--- config.mk ---
export PLATFORM = sky130hd
export DESIGN_NAME = button_input
export DESIGN_NICKNAME = d
export VERILOG_FILES = /design/src/rtl/button_input_pkg.sv /design/src/rtl/button_input_debounce_bit.sv /design/src/rtl/button_input.sv
export SDC_FILE = /design/constraint.sdc
export NUM_CORES = 1
export LEC_CHECK = 0
export CORE_MARGIN = 3
export CORE_UTILIZATION = 52
export CTS_BUF_LIST = sky130_fd_sc_hd__clkbuf_4
export CTS_CLUSTER_DIAMETER = 60
export DETAILED_ROUTE_END_ITERATION = 8
export PLACE_DENSITY = 0.68
export SYNTH_ARGS = -nofsm -noshare
export SYNTH_HDL_FRONTEND = slang
export SYNTH_SLANG_ARGS = --single-unit
--- constraint.sdc ---
create_clock -name CLK -period 2.5 [get_ports CLK]
set_input_delay 0.25 -clock CLK [delete_from_list [all_inputs] [get_ports CLK]]
set_output_delay 0.25 -clock CLK [all_outputs]
set_load 0.01 [all_outputs]
--- src/rtl/button_input_pkg.sv ---
// Shared types and helpers for the pushbutton front end.
package button_input_pkg;

  // Colour FSM states
  typedef enum logic [1:0] {
    ST_IDLE     = 2'd0,
    ST_PRESS_DB = 2'd1,
    ST_PRESSED  = 2'd2,
    ST_REL_DB   = 2'd3
  } btn_state_t;

  // Default debounce length in clock cycles
  localparam int unsigned DEBOUNCE_CYCLES_DEF = 250000;

  // True when exactly one of the four colour bits is set
  function automatic logic is_onehot4(input logic [3:0] v);
    return (v != '0) && ((v & (v - 4'd1)) == '0);
  endfunction

  // Index of the set bit of a one-hot colour vector
  function automatic logic [1:0] encode4(input logic [3:0] v);
    logic [1:0] code;
    code = 2'd0;
    unique case (v)
      4'b0010: code = 2'd1;
      4'b0100: code = 2'd2;
      4'b1000: code = 2'd3;
      default: code = 2'd0;
    endcase
    return code;
  endfunction

endpackage

--- src/rtl/button_input_debounce_bit.sv ---
// Single-bit two-flop synchronizer plus debounce counter and stable level.
module debounce_bit
  import button_input_pkg::*;
#(
  parameter int unsigned DEBOUNCE_CYCLES = DEBOUNCE_CYCLES_DEF,
  parameter int unsigned CNT_W           = $clog2(DEBOUNCE_CYCLES + 1)
) (
  input  logic CLK,
  input  logic RST_N,
  input  logic din,
  output logic level
);

  localparam logic [CNT_W-1:0] CNT_LAST = CNT_W'(DEBOUNCE_CYCLES - 1);

  logic             sync_1;
  logic             sync_2;
  logic [CNT_W-1:0] cnt;

  // Bring the asynchronous pin into the clock domain
  always_ff @(posedge CLK or negedge RST_N) begin
    if (!RST_N) begin
      sync_1 <= 1'b0;
      sync_2 <= 1'b0;
    end else begin
      sync_1 <= din;
      sync_2 <= sync_1;
    end
  end

  // Flip the level after DEBOUNCE_CYCLES consecutive differing samples
  always_ff @(posedge CLK or negedge RST_N) begin
    if (!RST_N) begin
      cnt   <= '0;
      level <= 1'b0;
    end else if (sync_2 != level) begin
      if (cnt == CNT_LAST) begin
        level <= sync_2;
        cnt   <= '0;
      end else begin
        cnt <= cnt + CNT_W'(1);
      end
    end else begin
      cnt <= '0;
    end
  end

endmodule

--- src/rtl/button_input.sv ---
// Colour/start pushbutton front end: synchronize, debounce, encode.
module button_input
  import button_input_pkg::*;
#(
  parameter int unsigned DEBOUNCE_CYCLES = DEBOUNCE_CYCLES_DEF,
  parameter int unsigned CNT_W           = $clog2(DEBOUNCE_CYCLES + 1)
) (
  input  logic       CLK,
  input  logic       RST_N,
  input  logic [3:0] BTN,
  input  logic       BTN_START,
  output logic [1:0] OUT,
  output logic       OUT_VALID,
  output logic       START_GAME
);

  localparam logic [CNT_W-1:0] CNT_LAST = CNT_W'(DEBOUNCE_CYCLES - 1);

  logic [3:0]       sync_1;
  logic [3:0]       s;
  btn_state_t       state;
  logic [CNT_W-1:0] cnt;
  logic [1:0]       cand;
  logic [3:0]       cand_vec;

  assign cand_vec = 4'b0001 << cand;

  // Two-flop synchronizers for the colour vector
  always_ff @(posedge CLK or negedge RST_N) begin
    if (!RST_N) begin
      sync_1 <= '0;
      s      <= '0;
    end else begin
      sync_1 <= BTN;
      s      <= sync_1;
    end
  end

  // Colour FSM: debounce a single press, hold valid until debounced release
  always_ff @(posedge CLK or negedge RST_N) begin
    if (!RST_N) begin
      state     <= ST_IDLE;
      cnt       <= '0;
      cand      <= '0;
      OUT       <= '0;
      OUT_VALID <= 1'b0;
    end else begin
      case (state)
        ST_IDLE: begin
          if (is_onehot4(s)) begin
            cand  <= encode4(s);
            cnt   <= CNT_W'(1);
            state <= ST_PRESS_DB;
          end
        end
        ST_PRESS_DB: begin
          if (s == cand_vec) begin
            if (cnt == CNT_LAST) begin
              OUT       <= cand;
              OUT_VALID <= 1'b1;
              cnt       <= '0;
              state     <= ST_PRESSED;
            end else begin
              cnt <= cnt + CNT_W'(1);
            end
          end else begin
            cnt   <= '0;
            state <= ST_IDLE;
          end
        end
        ST_PRESSED: begin
          if (s == '0) begin
            cnt   <= CNT_W'(1);
            state <= ST_REL_DB;
          end
        end
        ST_REL_DB: begin
          if (s == '0) begin
            if (cnt == CNT_LAST) begin
              OUT_VALID <= 1'b0;
              cnt       <= '0;
              state     <= ST_IDLE;
            end else begin
              cnt <= cnt + CNT_W'(1);
            end
          end else begin
            cnt   <= '0;
            state <= ST_PRESSED;
          end
        end
        default: begin
          cnt   <= '0;
          state <= ST_IDLE;
        end
      endcase
    end
  end

  debounce_bit #(
    .DEBOUNCE_CYCLES(DEBOUNCE_CYCLES),
    .CNT_W          (CNT_W)
  ) u_start_db (
    .CLK  (CLK),
    .RST_N(RST_N),
    .din  (BTN_START),
    .level(START_GAME)
  );

endmodule

# Yosys cells after proc, flatten, opt, wreduce, memory -nomap -nowiden
# Cells that the tools add are included.
[word_totals] register_bits=54 input_bits=7 output_inout_bits=4 wordCells=67
[classes] addsub=3 eq_ne=18 shifts=1 n_mux=21 bitwise=1 n_reduce_logical=12
[op_table] op="two-way mux 18 bit" count=7
[op_table] op="one-hot mux 18 bit (4 select lines)" count=1
[op_table] op="adder 18 x 1 -> 18 bit, second input constant" count=2
[op_table] op="equality test 18 bit, second input constant" count=2
[op_table] op="two-way mux 2 bit" count=6
[op_table] op="!= test 2 bit, second input constant" count=6
[op_table] op="zero test 4 bit" count=2
[op_table] op="one-hot mux 2 bit (4 select lines)" count=1
[op_table] op="!= test 3 bit, second input constant" count=2
[op_table] op="one-hot mux 2 bit (3 select lines)" count=1
[op_table] op="AND reduction 2 bit" count=3
[op_table] op="AND reduction 5 bit" count=1
[op_table] op="bitwise AND 4 bit" count=1
[op_table] op="equality test 2 bit, second input constant" count=2
[op_table] op="equality test 4 x 2 -> 1 bit, second input constant" count=1
[op_table] op="equality test 4 x 3 -> 1 bit, second input constant" count=1
[op_table] op="equality test 4 bit" count=1
[op_table] op="equality test 4 bit, second input constant" count=1
[op_table] op="two-way mux 1 bit" count=4
[op_table] op="AND reduction 4 bit" count=1
[op_table] op="nonzero test 4 bit" count=1
[op_table] op="left shift 1 x 2 -> 4 bit, first input constant" count=1
[op_table] op="subtractor 4 x 1 -> 4 bit, second input constant" count=1
[op_table] op="AND reduction 3 bit" count=1
[op_table] op="6 further kinds" count=6

# Longest topological paths before layout
# Gate-level depths: netlist of the first run.
[logic_depth] word_depth=6 depth_mapped=8 mapped_depth_nobuf=6

# Modules after synthesis
# Synthesis of the first run repeated with hierarchy kept, for this count alone.
[hier_totals] hier_cells=296 area_unflattened_um2=2930.3
[by_module_without_submodules] module="button_input" n_inst=1 cells_per_inst=197 area_each_um2=1900.6 seq_area_each_um2=825.8
[by_module_without_submodules] module="debounce_bit" n_inst=1 cells_per_inst=99 area_each_um2=1029.7 seq_area_each_um2=525.5

# Least setup slack after synthesis of the first run
# OpenSTA, ideal clock, no wires.
[synth_timing] path_kind="register -> register" from="register cnt[13]" to="register OUT[0]" setup_time_ns=0.125 t_arrival_ns=2.013 required_ns=2.375 slack_ns=0.362 stages_incl_launch_ff=6 n_path_buf=0 synth_period_minus_slack_ns=2.138 cell_sequence="dfrtp_1 > or4b_4 > nor4_4 > and3_1 > and3_4 > mux2_4"
[synth_between] elab_chain_len=2
[synth_lines] element="from (decl)" line="button_input.sv:22" source="logic [CNT_W-1:0] cnt;"
[synth_lines] element="from (signal assigned)" line="button_input.sv:64" source="cnt <= cnt + CNT_W'(1);"
[synth_lines] element="from (signal assigned)" line="button_input.sv:84" source="cnt <= cnt + CNT_W'(1);"
[synth_lines] element="equality test 18 bit" line="button_input.sv:58" source="if (cnt == CNT_LAST) begin"
[synth_lines] element="AND reduction 3 bit (no source line)"
[synth_lines] element="to (signal assigned)" line="button_input.sv:59" source="OUT <= cand;"
[synth_lines] element="to (decl)" line="button_input.sv:12" source="output logic [1:0] OUT,"
# Every way passes these cells.
# A chain may end at the register's enable or synchronous reset.

# Worst setup path after layout of the first run
[layout_timing] from="register cnt[13]" to="register cnt[9]"
[layout_between] elab_chain_len=4 elab_cells_between_ends=5 cone_classes="eq/ne (1); mux (4)"
[layout_lines] element="equality test 18 bit (*)" line="button_input.sv:58, button_input.sv:79"
[layout_lines] element="two-way mux 18 bit (*)" line="button_input.sv:58, button_input.sv:79"
[layout_lines] element="two-way mux 18 bit, on equally long branches" line="button_input.sv:78, button_input.sv:57"
[layout_lines] element="one-hot mux 18 bit (4 select lines) (*)" line="button_input.sv:48" source="case (state)"
# Mark *: on every way between the ends. The rest lies on a longest branch, timed or not.

==> results.md, run 1 <==
- Status: finished, final reports clean
- Type of element capturing the critical path: flop
- Launch point of the worst hold path: BTN[3]
- VDD IR max: 0.244 mV
- Flip-flop and latch count after synthesis: 54
- Count of clock tree sinks: 54
- Comb power frac: 18.1%
- Maximum number of pins on one net before global-route repair: 36
- First-pass GRT wire length: 9.33 mm
- Setup repair after global routing missed its margin: no
- Critical register-to-register path startpoint: cnt[13]
- Remaining design rule violation count: 0
- Floorplan die area: 0.00625 sq mm
- Hpwl dp: 3.69 mm
- TritonRoute pass-1 iters: 4
- Dominant register cell in the synthesized netlist: sky130_fd_sc_hd__dfrtp_1
- Net switching power: 508 uW
- Pwr/cell area: 551 mW/mm^2
- Detailed-route wire length: 5.32 mm
- Syn Area/Cell: 9.85 sq um
- Std-Cell Core Area: 0.00494 sq mm
- Final setup violation count: 0
- Part of the Yosys area used for sequential elements: 48.7%
- GRT met1 Usage: 27.0%
- Final min period: 2280 ps
- Post-Syn Nets: 291
- Worst endpoint data arrival time: 2560 ps
- Ratio of routed vias to standard cells: 5.95
- CTS tree: yes
- Clk Tree Root Cell: sky130_fd_sc_hd__clkbuf_4
- Endpoint of the worst hold-timing path: sync_1[3]
- Source-to-sink clock delay at the later pin of the worst-skew pair: 370 ps
- Post-synthesis cell type count: 57
- Hold-critical path depth: 1
- Switching share of power: 30.9%
- Share of final-layout standard cells stronger than drive strength 1: 10.0%
- Count of flip-flops with a built-in enable after synthesis: 0
- Inserted Diodes: 0
- Number of DRC markers in iteration 0: 126
- Setup slack of the most critical reg-to-reg path: 220 ps
- Ports placed on the boundary: 11
- Highest net fanout along the worst path: 14
- Routed Antenna Nets: 0
- Area grow syn2layout: 7.48%
- Total vias in the final route: 2,123
- Synthesized instance count: 282
- Antenna violations before repair: 0
- Share of total power in sequential cells: 58.9%
- Maximum clock insertion buffer count: 2
- Post-detailed-route wirelength per cell: 14.9 um
- Routability congestion estimate: 0.873
- Via count of the first global-routing pass: 2,013
- Terminus of the critical flop-to-flop path: cnt[9]
- Worst min-delay path class: input port to flop
- Ranking of synthesized cells by instance count: sky130_fd_sc_hd__dfrtp_1, sky130_fd_sc_hd__nor2_1, sky130_fd_sc_hd__nand2_1
- Post-route worst hold slack: 295 ps
- Critical Path Source Type: flop
- Clk pwr share: 23.0%
- Most used standard cell by instance count after synthesis: sky130_fd_sc_hd__dfrtp_1
- Slew at the pin closest to its max-slew limit: 874 ps
- Maximum level of the CTS H-tree: 2
- Number of buffers inserted during clock tree synthesis: 5
- Remaining global-route overflow: 0
- R2r worst-path depth: 5
- Cell area after synthesis: 0.00278 sq mm
- Number of rows created at floorplan: 25
- Post-synthesis async set-or-reset flop share: 100%
- Static leakage: 0.00121 uW
- Total negative setup slack: 0 ps
- Worst Setup Path Type: flop to flop
- Number of buffer cells added on primary ports: 10
- Worst max-slew margin expressed relative to the limit: 41.4%
- Clock-pin slew on the worst setup and hold paths: 150 ps
- Crit path required time: 2770 ps
- Top cells by area in the synthesized netlist: sky130_fd_sc_hd__dfrtp_1, sky130_fd_sc_hd__nor2_1, sky130_fd_sc_hd__xnor2_1, sky130_fd_sc_hd__nand4_1, sky130_fd_sc_hd__nand2_1
- Ratio of final minimum period to clock period: 91.3%
- Chip height: 79.1 um
- Final hold vios: 0
- Top cell type by total area after synthesis: sky130_fd_sc_hd__dfrtp_1
- Pre-CTS setup slack: 233 ps
- Highest attainable clock frequency: 438 MHz
- Synth top area share: 48.7%
- Final Net Count: 299
- MaxCap Viol Count: 0
- Tot GR Track Use: 18.8%
- Top Usage Layer GRT: met2
- Initial Util: 56.2%
- Post-route worst setup slack: 218 ps
- Final-report max-slew violation count: 0
- Global routing usage on met3: 3.74%
- GR met2 Demand/Resource: 28.2%
- Warnings from Yosys: 0
- Cell Int Power: 1140 uW
- Horizontal extent of the die: 79.1 um
- Final setup skew: 12.2 ps
[cell families after synthesis]
group                    Yosys count  share of synthesized area [%]
buffers and inverters             22                           3.52
XOR/XNOR                          19                           5.99
AND/OR/NAND/NOR                  134                           26.1
flip-flops                        54                           48.7
multiplexers                       3                           1.49
adder cells (fa/ha/maj)            2                          0.901
AO/OA/AOI/OAI                     48                           13.3
[sequential cells by signal (all words and copies together) (netlist names)]
| register | cells |
|---|---|
| state | 2 |
| cand | 2 |
| cnt | 18 |
| OUT | 2 |
| OUT_VALID | 1 |
| sync_1 | 4 |
| u_start_db.sync_2 | 1 |
| s | 4 |
| u_start_db.cnt | 18 |
| u_start_db.sync_1 | 1 |
| u_start_db.level | 1 |
[cell type report]
class / count / area (sq um)
fill: 450 / 1960
sequential: 54 / 1350
multi-input combinational: 206 / 1330
timing repair buffer: 16 / 143
tap: 67 / 83.8
clock buffer: 6 / 45.0
inverter: 7 / 26.3
clock inverter: 1 / 7.51
[how the worst max path moves through the flow]
stage / startpoint / depth (start not counted) / slack (ps) / to
6_report: cnt[13] / 5 / 220 / cnt[9]
5_1_grt: cnt[13] / 5 / 120 / cnt[9]
4_1_cts: cnt[13] / 5 / 220 / cnt[9]
3_5_place_dp: cnt[13] / 5 / 230 / cnt[9]
3_3_place_gp: cnt[13] / 5 / 270 / cnt[9]
2_1_floorplan: cnt[13] / 5 / 360 / OUT[0]
[worst max-delay path, cell delays in order (launching register included)]
cell,delay (ps)
sky130_fd_sc_hd__dfrtp_1,470
sky130_fd_sc_hd__or4b_4,570
sky130_fd_sc_hd__nor4_4,390
sky130_fd_sc_hd__a21o_4,260
sky130_fd_sc_hd__nor2_1,150
sky130_fd_sc_hd__a221o_1,350
[stage by stage]
stage | util [%] | area [sq um] | instances | power [uW]
floorplan | - | 2780 | 282 | 1210
global placement | 59.1 | 2920 | 349 | 1270
finish | 60.4 | 2980 | 357 | 1640
detailed placement | 59.1 | 2920 | 349 | 1280
global route | 60.4 | 2980 | 357 | 1750
CTS | 60.4 | 2980 | 357 | 1670
[cell usage in the layout, fill, tap and decap left out, types with 2 or more instances in the layout]
cell	synthesis	layout
sky130_fd_sc_hd__o31ai_1	2	2
sky130_fd_sc_hd__clkdlybuf4s50_1	0	9
sky130_fd_sc_hd__xnor2_1	11	11
sky130_fd_sc_hd__or4_1	3	3
sky130_fd_sc_hd__xor2_1	8	8
sky130_fd_sc_hd__a2111oi_0	2	2
sky130_fd_sc_hd__nor4_1	5	5
sky130_fd_sc_hd__dfrtp_1	54	54
sky130_fd_sc_hd__nor4bb_1	2	2
sky130_fd_sc_hd__clkbuf_4	0	6
sky130_fd_sc_hd__and3_1	6	6
sky130_fd_sc_hd__and4_1	2	2
sky130_fd_sc_hd__or2_2	2	2
sky130_fd_sc_hd__nor3b_1	2	2
sky130_fd_sc_hd__a31o_2	3	3
sky130_fd_sc_hd__o311ai_1	2	2
sky130_fd_sc_hd__nand2_1	19	19
sky130_fd_sc_hd__a22o_1	6	6
sky130_fd_sc_hd__nor2b_1	2	2
sky130_fd_sc_hd__buf_4	0	5
sky130_fd_sc_hd__ha_1	2	2
sky130_fd_sc_hd__a21oi_1	3	3
sky130_fd_sc_hd__o21ai_0	6	6
sky130_fd_sc_hd__nor3_1	11	11
sky130_fd_sc_hd__inv_1	7	7
sky130_fd_sc_hd__mux2_4	2	2
sky130_fd_sc_hd__nor2_1	36	36
sky130_fd_sc_hd__nand4_1	14	14
sky130_fd_sc_hd__nand2b_1	2	2
sky130_fd_sc_hd__a31oi_1	8	8
sky130_fd_sc_hd__nand3_1	14	14
sky130_fd_sc_hd__and2_1	6	6
sky130_fd_sc_hd__a2bb2oi_1	2	2
[layer usage]
| metal | vias up | share of wire, % | routed length (um) |
|---|---|---|---|
| li1 | 1051 | - | - |
| met1 | 1033 | 51 | 2720 |
| met2 | 31 | 44 | 2320 |
| met3 | 8 | 3.6 | 192 |
| met4 | 0 | 1.5 | 82 |
| met5 | - | 0 | 0 |
[what timing repair did]
item	4_1_cts	5_1_grt
endpoints found under the hold margin	54	0
hold buffers	1	0
buffers inserted	0	0
gates resized for setup	0	0
[power by group through the flow]
stage | combinational [uW] | clock [uW] | sequential [uW]
floorplan | 255 | 0 | 952
global route | 331 | 439 | 977
global placement | 289 | 0 | 982
detailed placement | 295 | 0 | 983
CTS | 296 | 404 | 968
finish | 298 | 377 | 968
Note: power is estimated with default switching activity, not from simulation.
==> run 2, diff against run 1 <==
- CORE_MARGIN: 3 -> 2
==> results.md, run 2 (synthesis gave the netlist of run 1 again) <==
- Status: finished, final reports clean
- Number of rows created at floorplan: 26
- Via count of the first global-routing pass: 2,078
- Final hold vios: 0
- MaxCap Viol Count: 0
- Type of element capturing the critical path: flop
- Number of buffer cells added on primary ports: 10
- Quantity of hold-fixing buffers added after cts: 1
- Setup repair after global routing missed its margin: no
- Routability congestion estimate: 0.823
- Std-Cell Core Area: 0.00514 sq mm
- Highest net fanout along the worst path: 14
- Remaining design rule violation count: 0
- Worst Setup Path Type: flop to flop
- Launch point of the worst hold path: BTN[3]
- CTS tree: yes
- First-pass GRT wire length: 9.85 mm
- Worst min-delay path class: input port to flop
- Initial Util: 54.0%
- Final Net Count: 299
- R2r worst-path depth: 5
- Maximum number of pins on one net before global-route repair: 41
- Worst endpoint data arrival time: 2590 ps
- Source-to-sink clock delay at the later pin of the worst-skew pair: 380 ps
- Critical register-to-register path startpoint: cnt[13]
- Count of clock tree sinks: 54
- Critical Path Source Type: flop
- Total vias in the final route: 2,118
- Horizontal extent of the die: 77.1 um
- Final-report max-slew violation count: 0
- Slew at the pin closest to its max-slew limit: 883 ps
- Most frequent standard cell in the layout excluding fill and tap cells: sky130_fd_sc_hd__dfrtp_1
- Launching instance or port of the critical path: cnt[13]
- Total negative setup slack: 0 ps
- VDD IR max: 0.292 mV
- Pwr/cell area: 583 mW/mm^2
- Number of fill cells: 480
- Inserted Diodes: 0
- Clock-pin slew on the worst setup and hold paths: 170 ps
- Multi-input gate area: 0.00133 sq mm
- Number of DRC markers in iteration 0: 111
- Post-detailed-route wirelength per cell: 15.1 um
- Ports placed on the boundary: 11
- Chip height: 77.1 um
- Floorplan die area: 0.00594 sq mm
- Final setup skew: 18.2 ps
- Crit path required time: 2790 ps
- Setup slack of the most critical reg-to-reg path: 200 ps
- Antenna violations before repair: 0
- Crit path to: cnt[9]
- Final min period: 2300 ps
- Sequential standard cell area: 0.00135 sq mm
- Post-CTS Setup Repair Bufs: 0
- TritonRoute pass-1 iters: 4
- Maximum clock insertion buffer count: 2
- Static leakage: 0.00123 uW
- Final setup violation count: 0
- Maximum level of the CTS H-tree: 2
- Post-cts sizing count: 0
- Post-route worst hold slack: 284 ps
- Highest attainable clock frequency: 435 MHz
- Detailed-route wire length: 5.45 mm
- Remaining global-route overflow: 0
- Highest-count cells in the layout ignoring fill and taps: sky130_fd_sc_hd__dfrtp_1, sky130_fd_sc_hd__nor2_1, sky130_fd_sc_hd__nand2_1, sky130_fd_sc_hd__nand3_1, sky130_fd_sc_hd__nand4_1
- Worst max-slew margin expressed relative to the limit: 41.1%
- Clk Tree Root Cell: sky130_fd_sc_hd__clkbuf_4
- Ratio of final minimum period to clock period: 92.0%
- Number of buffers inserted during clock tree synthesis: 5
- Terminus of the critical flop-to-flop path: cnt[9]
- Tot GR Track Use: 20.5%
- Ratio of routed vias to standard cells: 5.87
- Area grow syn2layout: 8.61%
- Largest regs: cnt: 18 flops, u_start_db.cnt: 18 flops
- Routed Antenna Nets: 0
- Share of final-layout standard cells stronger than drive strength 1: 9.97%
- Hpwl dp: 3.68 mm
[run 2: how the worst min path moves through the flow]
stage	depth (start not counted)	slack, ps	endpoint
2_1_floorplan	0	-50	OUT[0]
3_3_place_gp	0	330	u_start_db.sync_2
3_5_place_dp	0	340	u_start_db.sync_2
4_1_cts	1	270	sync_1[3]
5_1_grt	1	230	sync_1[3]
6_report	1	280	sync_1[3]
[run 2: area by class of cell]
class	instances	share of cell area [%]
clock buffer	5	1.24
clock inverter	3	1.41
inverter	7	0.871
multi-input combinational	206	44.0
sequential	54	44.8
tap	70	2.90
timing repair buffer	16	4.73
[run 2: routing by layer]
metal,part of all wire (%),track usage (%),vias up
met1,50,28.6,1028
met5,0,0,-
met3,3.2,4.35,4
met2,46,32.6,40
li1,-,-,1046
met4,0.73,5.71,0
[run 2: report_power, final]
group / total, uW / leakage, uW / internal [uW] / switching [uW]
clock network: 488 / 0.0000432 / 212 / 276
logic: 300 / 0.000462 / 109 / 191
registers: 969 / 0.000724 / 910 / 58.5
[run 2: through the flow]
stage | util, % | instance area, sq um | instances | setup WS [ps] | power (uW)
global route | 58.7 | 3020 | 361 | 128 | 1870
CTS | 58.7 | 3020 | 361 | 207 | 1780
floorplan | - | 2780 | 282 | 362 | 1210
global placement | 56.9 | 2930 | 352 | 265 | 1280
detailed placement | 56.9 | 2930 | 352 | 208 | 1280
finish | 58.7 | 3020 | 361 | 201 | 1760
[run 2: worst max-delay path, stage by stage, from the launching register on]
cell and delay, ps:
sky130_fd_sc_hd__dfrtp_1 490, sky130_fd_sc_hd__or4b_4 580, sky130_fd_sc_hd__nor4_4 370, sky130_fd_sc_hd__a21o_4 270, sky130_fd_sc_hd__nor2_1 160, sky130_fd_sc_hd__a221o_1 350
==> run 3, diff against run 2 <==
- CTS_CLUSTER_DIAMETER: 60 -> 80
==> results of run 3 <==
Same layout as run 2: the final DEF is identical, and so are final timing and power.
